==> config.mk <==
export PLATFORM = sky130hd
export DESIGN_NAME = status_reg
export DESIGN_NICKNAME = d
export VERILOG_FILES = /design/src/rtl/status_reg_pkg.sv /design/src/rtl/status_reg_branch_eval.sv /design/src/rtl/status_reg.sv
export SDC_FILE = /design/constraint.sdc
export NUM_CORES = 1
export LEC_CHECK = 0
export ABC_AREA = 1
export CORE_AREA = 2 2 39 41
export DETAILED_ROUTE_END_ITERATION = 12
export DIE_AREA = 0 0 41 43
export DONT_BUFFER_PORTS = 1
export PLACE_DENSITY = 0.55
export SLEW_MARGIN = 20
export SYNTH_ARGS = -nofsm -noshare
export SYNTH_HDL_FRONTEND = slang
export SYNTH_HIERARCHICAL = 1
export SYNTH_SLANG_ARGS = --single-unit
export TNS_END_PERCENT = 20
==> constraint.sdc <==
create_clock -name clk -period 1.1 [get_ports clk]
set_input_delay 0.275 -clock clk [delete_from_list [all_inputs] [get_ports clk]]
set_output_delay 0.275 -clock clk [all_outputs]
set_load 0.005 [all_outputs]
==> src/rtl/status_reg_pkg.sv <==
// Shared definitions for the 6502 status register: flag bit positions,
// flag-instruction encodings and the power-on value of P.
package status_reg_pkg;

   localparam int CARRY    = 0;
   localparam int ZERO     = 1;
   localparam int IRQ_DIS  = 2;
   localparam int DECIMAL  = 3;
   localparam int BRK      = 4;
   localparam int UNUSED   = 5;
   localparam int OVERFLOW = 6;
   localparam int NEG      = 7;

   localparam logic [7:0] P_RESET = 8'h34;

   typedef enum logic [2:0] {
      FOP_NONE = 3'd0,
      FOP_CLC  = 3'd1,
      FOP_SEC  = 3'd2,
      FOP_CLI  = 3'd3,
      FOP_SEI  = 3'd4,
      FOP_CLD  = 3'd5,
      FOP_SED  = 3'd6,
      FOP_CLV  = 3'd7
   } flag_op_e;

endpackage

==> src/rtl/status_reg_branch_eval.sv <==
// Branch condition evaluator: opcode[7:5] picks N/V/C/Z and the polarity
// the flag must have for the branch to be taken.
module status_reg_branch_eval
   import status_reg_pkg::*;
(
   input  logic [7:0] p,
   input  logic [2:0] br_cond,
   output logic       br_taken
);

   logic flag;
   logic unused_p;

   assign unused_p = ^p[5:2];

   always_comb begin
      flag = p[NEG];
      case (br_cond[2:1])
         2'b00:   flag = p[NEG];
         2'b01:   flag = p[OVERFLOW];
         2'b10:   flag = p[CARRY];
         default: flag = p[ZERO];
      endcase
      br_taken = (flag == br_cond[0]);
   end

endmodule

==> src/rtl/status_reg.sv <==
// 6502 processor status register (P). Define DECIMAL_MODE_EN to drive
// alu_BCD from the D flag; otherwise alu_BCD is tied low (2A03-style core).
module status_reg
   import status_reg_pkg::*;
#(
   parameter logic [7:0] RESET_P        = P_RESET,
   parameter int         IRQ_MASK_DELAY = 1
)
(
   input  logic       clk,
   input  logic       rst,
   input  logic [7:0] alu_flags,
   input  logic       flag_upd,
   input  logic [7:0] flag_upd_mask,
   input  logic [2:0] flag_op,
   input  logic       p_load,
   input  logic [7:0] p_load_data,
   input  logic       push_brk,
   input  logic [2:0] br_cond,
   output logic [7:0] p_out,
   output logic [7:0] p_push,
   output logic       alu_carry,
   output logic       alu_BCD,
   output logic       irq_mask,
   output logic       br_taken
);

   logic c, z, i, d, v, n;
   logic c_nxt, z_nxt, i_nxt, d_nxt, v_nxt, n_nxt;
   logic unused_bits;

   // B and bit 5 are not stored, so their input bits are dropped here.
   assign unused_bits = ^{alu_flags[5:2], flag_upd_mask[5:2], p_load_data[5:4]};

   always_comb begin
      c_nxt = c;
      z_nxt = z;
      i_nxt = i;
      d_nxt = d;
      v_nxt = v;
      n_nxt = n;
      if (p_load) begin
         c_nxt = p_load_data[CARRY];
         z_nxt = p_load_data[ZERO];
         i_nxt = p_load_data[IRQ_DIS];
         d_nxt = p_load_data[DECIMAL];
         v_nxt = p_load_data[OVERFLOW];
         n_nxt = p_load_data[NEG];
      end else begin
         if (flag_upd) begin
            if (flag_upd_mask[CARRY])    c_nxt = alu_flags[CARRY];
            if (flag_upd_mask[ZERO])     z_nxt = alu_flags[ZERO];
            if (flag_upd_mask[OVERFLOW]) v_nxt = alu_flags[OVERFLOW];
            if (flag_upd_mask[NEG])      n_nxt = alu_flags[NEG];
         end
         // The explicit flag instruction is applied last so it wins on its bit.
         case (flag_op_e'(flag_op))
            FOP_CLC: c_nxt = 1'b0;
            FOP_SEC: c_nxt = 1'b1;
            FOP_CLI: i_nxt = 1'b0;
            FOP_SEI: i_nxt = 1'b1;
            FOP_CLD: d_nxt = 1'b0;
            FOP_SED: d_nxt = 1'b1;
            FOP_CLV: v_nxt = 1'b0;
            default: ;
         endcase
      end
   end

   always_ff @(posedge clk) begin
      if (rst) begin
         c <= RESET_P[CARRY];
         z <= RESET_P[ZERO];
         i <= RESET_P[IRQ_DIS];
         d <= RESET_P[DECIMAL];
         v <= RESET_P[OVERFLOW];
         n <= RESET_P[NEG];
      end else begin
         c <= c_nxt;
         z <= z_nxt;
         i <= i_nxt;
         d <= d_nxt;
         v <= v_nxt;
         n <= n_nxt;
      end
   end

   assign p_out     = {n, v, 1'b1, 1'b1,     d, i, z, c};
   assign p_push    = {n, v, 1'b1, push_brk, d, i, z, c};
   assign alu_carry = c;

`ifdef DECIMAL_MODE_EN
   assign alu_BCD = d;
`else
   assign alu_BCD = 1'b0;
`endif

   generate
      if (IRQ_MASK_DELAY != 0) begin : g_irq_dly
         logic irq_mask_p1;
         // Stage boundary: interrupt logic sees I one clock late.
         always_ff @(posedge clk) begin
            if (rst) irq_mask_p1 <= 1'b1;
            else     irq_mask_p1 <= i;
         end
         assign irq_mask = irq_mask_p1;
      end else begin : g_irq_comb
         assign irq_mask = i;
      end
   endgenerate

   status_reg_branch_eval u_branch_eval (
      .p        (p_out),
      .br_cond  (br_cond),
      .br_taken (br_taken)
   );

endmodule

==> summary.md <==
| Metric | Value |
|---|---|
| Status | `complete, but fails checks` |
| Violated checks | `setup timing` |
| Final Worst Setup Slack | `-0.03235 ns` |
| Clock Root Buffer | `clkbuf_4` |
| Distinct cells, synth | `16` |
| Fin Clk Skew | `0.0001143 ns` |
| Num rows | `14` |
| Final GP Congestion | `roughly 0.66` |
| Total Wirelength | `about 1000 um` |
| Crit Path Max Fanout | `2` |
| Switching part of the total | `26.89%` |
| DRT iter0 DRCs | `0` |
| Share of flip-flops with an asynchronous set or reset | `0%` |
| Placeable Area | `1384 um^2` |
| Multi-input gate area in the final layout | `274.0 um^2` |
| Final Hold Fails | `0` |
| Avg Cell Area, Syn | `6.617 um^2` |
| Post-synth top area share | `23.53%` |
| Synth top area cells | `dfxtp_1 (24%), buf_4 (21%), nand3_1 (12%)` |
| Layout cells sized above 1 | `29.63%` |
| Final Setup Violations | `1` |
| Drt first pass iters | `1` |
| Hold Path End | `i$_SDFFE_PP1P_` |
| Port Buf Inserts | `0` |
| First-pass GRT wire length | `roughly 1600 um` |
| N_diodes | `0` |
| FF+latch area | `142.6 um^2` |
| Initial Utilization | `43.04%` |
| Worst hold path type | `in -> reg` |
| Synth Flop Type | `dfxtp_1` |
| Number of cells on the worst hold path | `2` |
| Leakage power | `0.0002711 uW` |
| Vias in the first global route | `445` |
| Chip height | `~43 um` |
| Post-CTS Hold Buffers | `0` |
| Clock power share | `a little over a third` |
| Slowest CP cell | `dfxtp_2` |
| Comb pwr share | `about a fifth` |
| WL per Instance | `around 11 um` |
| Post-CTS setup repair buffer count | `0` |
| Antenna Nets Post-Route | `0` |
| Most common library cells after synthesis | `buf_4 (17), nand2_1 (17), nand3_1 (14), inv_1 (8), dfxtp_1 (7)` |
| Critical Path RT | `0.82 ns` |
| Vias/cell | `about 4.7` |
| CP Buf/Inv Count | `0` |
| Critical-path cell list | `nand2_2 -> nand3_2 -> nand2_1 -> nand2_1 -> nand2_1` |
| Via count | `roughly 450` |
| Hold WS | `0.1278 ns` |
| Sequential share of power | `45.0%` |
| RSZ-0062 raised after global routing | `yes` |
| NumNets Final | `roughly 120` |
| GR Overflow Total | `0` |
| Endpoint class of the critical path | `output pin` |
| Worst r2r src | `v$_SDFFE_PP0P_` |
| Clock slew at reported path FFs | `about 0.050 ns` |
| CTS buffer count | `3` |
| Net switching power figure | `172.1 uW` |
| R2R setup slack | `0.29 ns` |
| Inst Count DP | `93` |
| Internal power | `467.8 uW` |
| Area Overhead vs Synth | `-9.034%` |
| Peak supply drop | `0.5763 mV` |
| Max cap viols | `0` |
| Delay-heaviest family, CP | `flip-flops` |
| Crit path arrival time | `0.86 ns` |
| Area leader, netlist | `dfxtp_1` |
| Hpwl dp | `845.2 um` |
| Mapped Cells | `90` |
| CTS tree | `yes` |
| Number of synthesized register bits | `7` |
| FF-to-FF End | `v$_SDFFE_PP0P_` |
| Critical path class | `reg -> out` |
| Initial antenna violation count | `0` |
| Delay of the slowest cell on the worst path | `0.32 ns` |
| Crit start category | `register` |
| Min Tclk post-route | `1.132 ns` |
| Fillers | `169` |
| Total clock sinks | `7` |
| Residual DRC | `0` |
| Slew Limit Fails | `0` |
| Post-synth EDFFs | `0` |
| Fin crit share | `102.9%` |
| DIE WIDTH | `41 um` |
| Seq/Total Area, Yosys | `23.53%` |
| Die Area | `between 1500 and 2000 um^2` |
| Clk buf depth | `2` |
| Layout Cells excl Fill | `97` |
| R2R depth | `5` |
| Tot GR Track Use | `13.19%` |
| Warnings, synthesis | `6` |
| PwrDens | `around 1200 nW/um^2` |
| H-tree Lvls | `1` |
| Worst-Skew Late Latency | `approximately 0.25 ns` |
| IO Count | `between 50 and 60` |
| Power Total | `between 600 and 700 uW` |
| Most frequent CP cell | `nand2_1` |
| Worst hold start | `rst` |
| Mapped cell area | `~600 um^2` |
| Largest net degree at the start of global routing | `12` |
| Pre-CTS WS | `0.2062 ns` |
| Max frequency | `883.1 MHz` |
-- power groups by stage --
stage | Combinational [uW] | Sequential, uW | Clock (uW)
after floorplan | 159 | 292 | 0
after CTS | 127 | 288 | 235
after detailed placement | 125 | 291 | 0
after global routing | 148 | 289 | 249
after global placement | 123 | 292 | 0
final | 126 | 288 | 226
-- how the worst max path moves through the flow --
stage	start	endpoint	depth (start not counted)
2_1_floorplan	alu_carry$_SDFFE_PP0P_	br_taken	5
3_3_place_gp	alu_carry$_SDFFE_PP0P_	br_taken	5
3_5_place_dp	alu_carry$_SDFFE_PP0P_	br_taken	5
4_1_cts	alu_carry$_SDFFE_PP0P_	br_taken	5
5_1_grt	z$_SDFFE_PP0P_	br_taken	5
6_report	alu_carry$_SDFFE_PP0P_	br_taken	5
-- area by class of cell --
| class | count | share of cell area, % |
|---|---|---|
| Inverter | 13 | 9.007 |
| Tap cell | 16 | 3.695 |
| Timing Repair Buffer | 4 | 5.543 |
| Multi-Input combinational cell | 53 | 50.58 |
| Sequential cell | 7 | 26.33 |
| Clock buffer | 4 | 4.850 |
-- stage by stage --
step | instance area (um^2) | TNS [ns] | util (%)
2_1_floorplan | 603.1 | 0 | -
3_3_place_gp | 503.0 | 0 | 36.35
3_5_place_dp | 503.0 | 0 | 36.35
4_1_cts | 539.3 | -0.04634 | 38.97
5_1_grt | 541.8 | -0.1374 | 39.15
6_report | 541.8 | -0.03235 | 39.15
-- metal layers --
metal	vias up	routed length (um)	global-route usage, %
met5	-	0	0
met4	0	0	2.000
met1	186	356	12.34
li1	245	-	-
met3	0	137	9.424
met2	21	528	22.50
-- layout by cell type (no fill, tap or decap), drive strengths merged --
cell type  instances
a21oi              4
a31oi              2
buf                4
clkbuf             4
conb               4
dfxtp              7
inv               13
nand2             20
nand3             16
nand3b             1
nor2               1
o21ai              5
-- sequential cells by signal, indices dropped and copies added (netlist names) --
name,count
alu_carry,1
d,1
i,1
irq_mask,1
n,1
v,1
z,1
-- cells by family (layout without fill, tap and decap cells) --
logic type             after synthesis  after routing  synth area share (%)
buffers and inverters               32             21                 33.40
AOI/OAI and AO/OA                   11             11                 10.92
and+or+nand+nor                     38             38                 30.88
DFF                                  7              7                 23.53
other                                2              4                 1.261
-- timing repair --
item                       in CTS  in global routing
gates resized for setup         4                  1
pin swaps                       3                  1
setup endpoints to repair       1                  1
No activity file was read; power rests on OpenSTA's default activity.
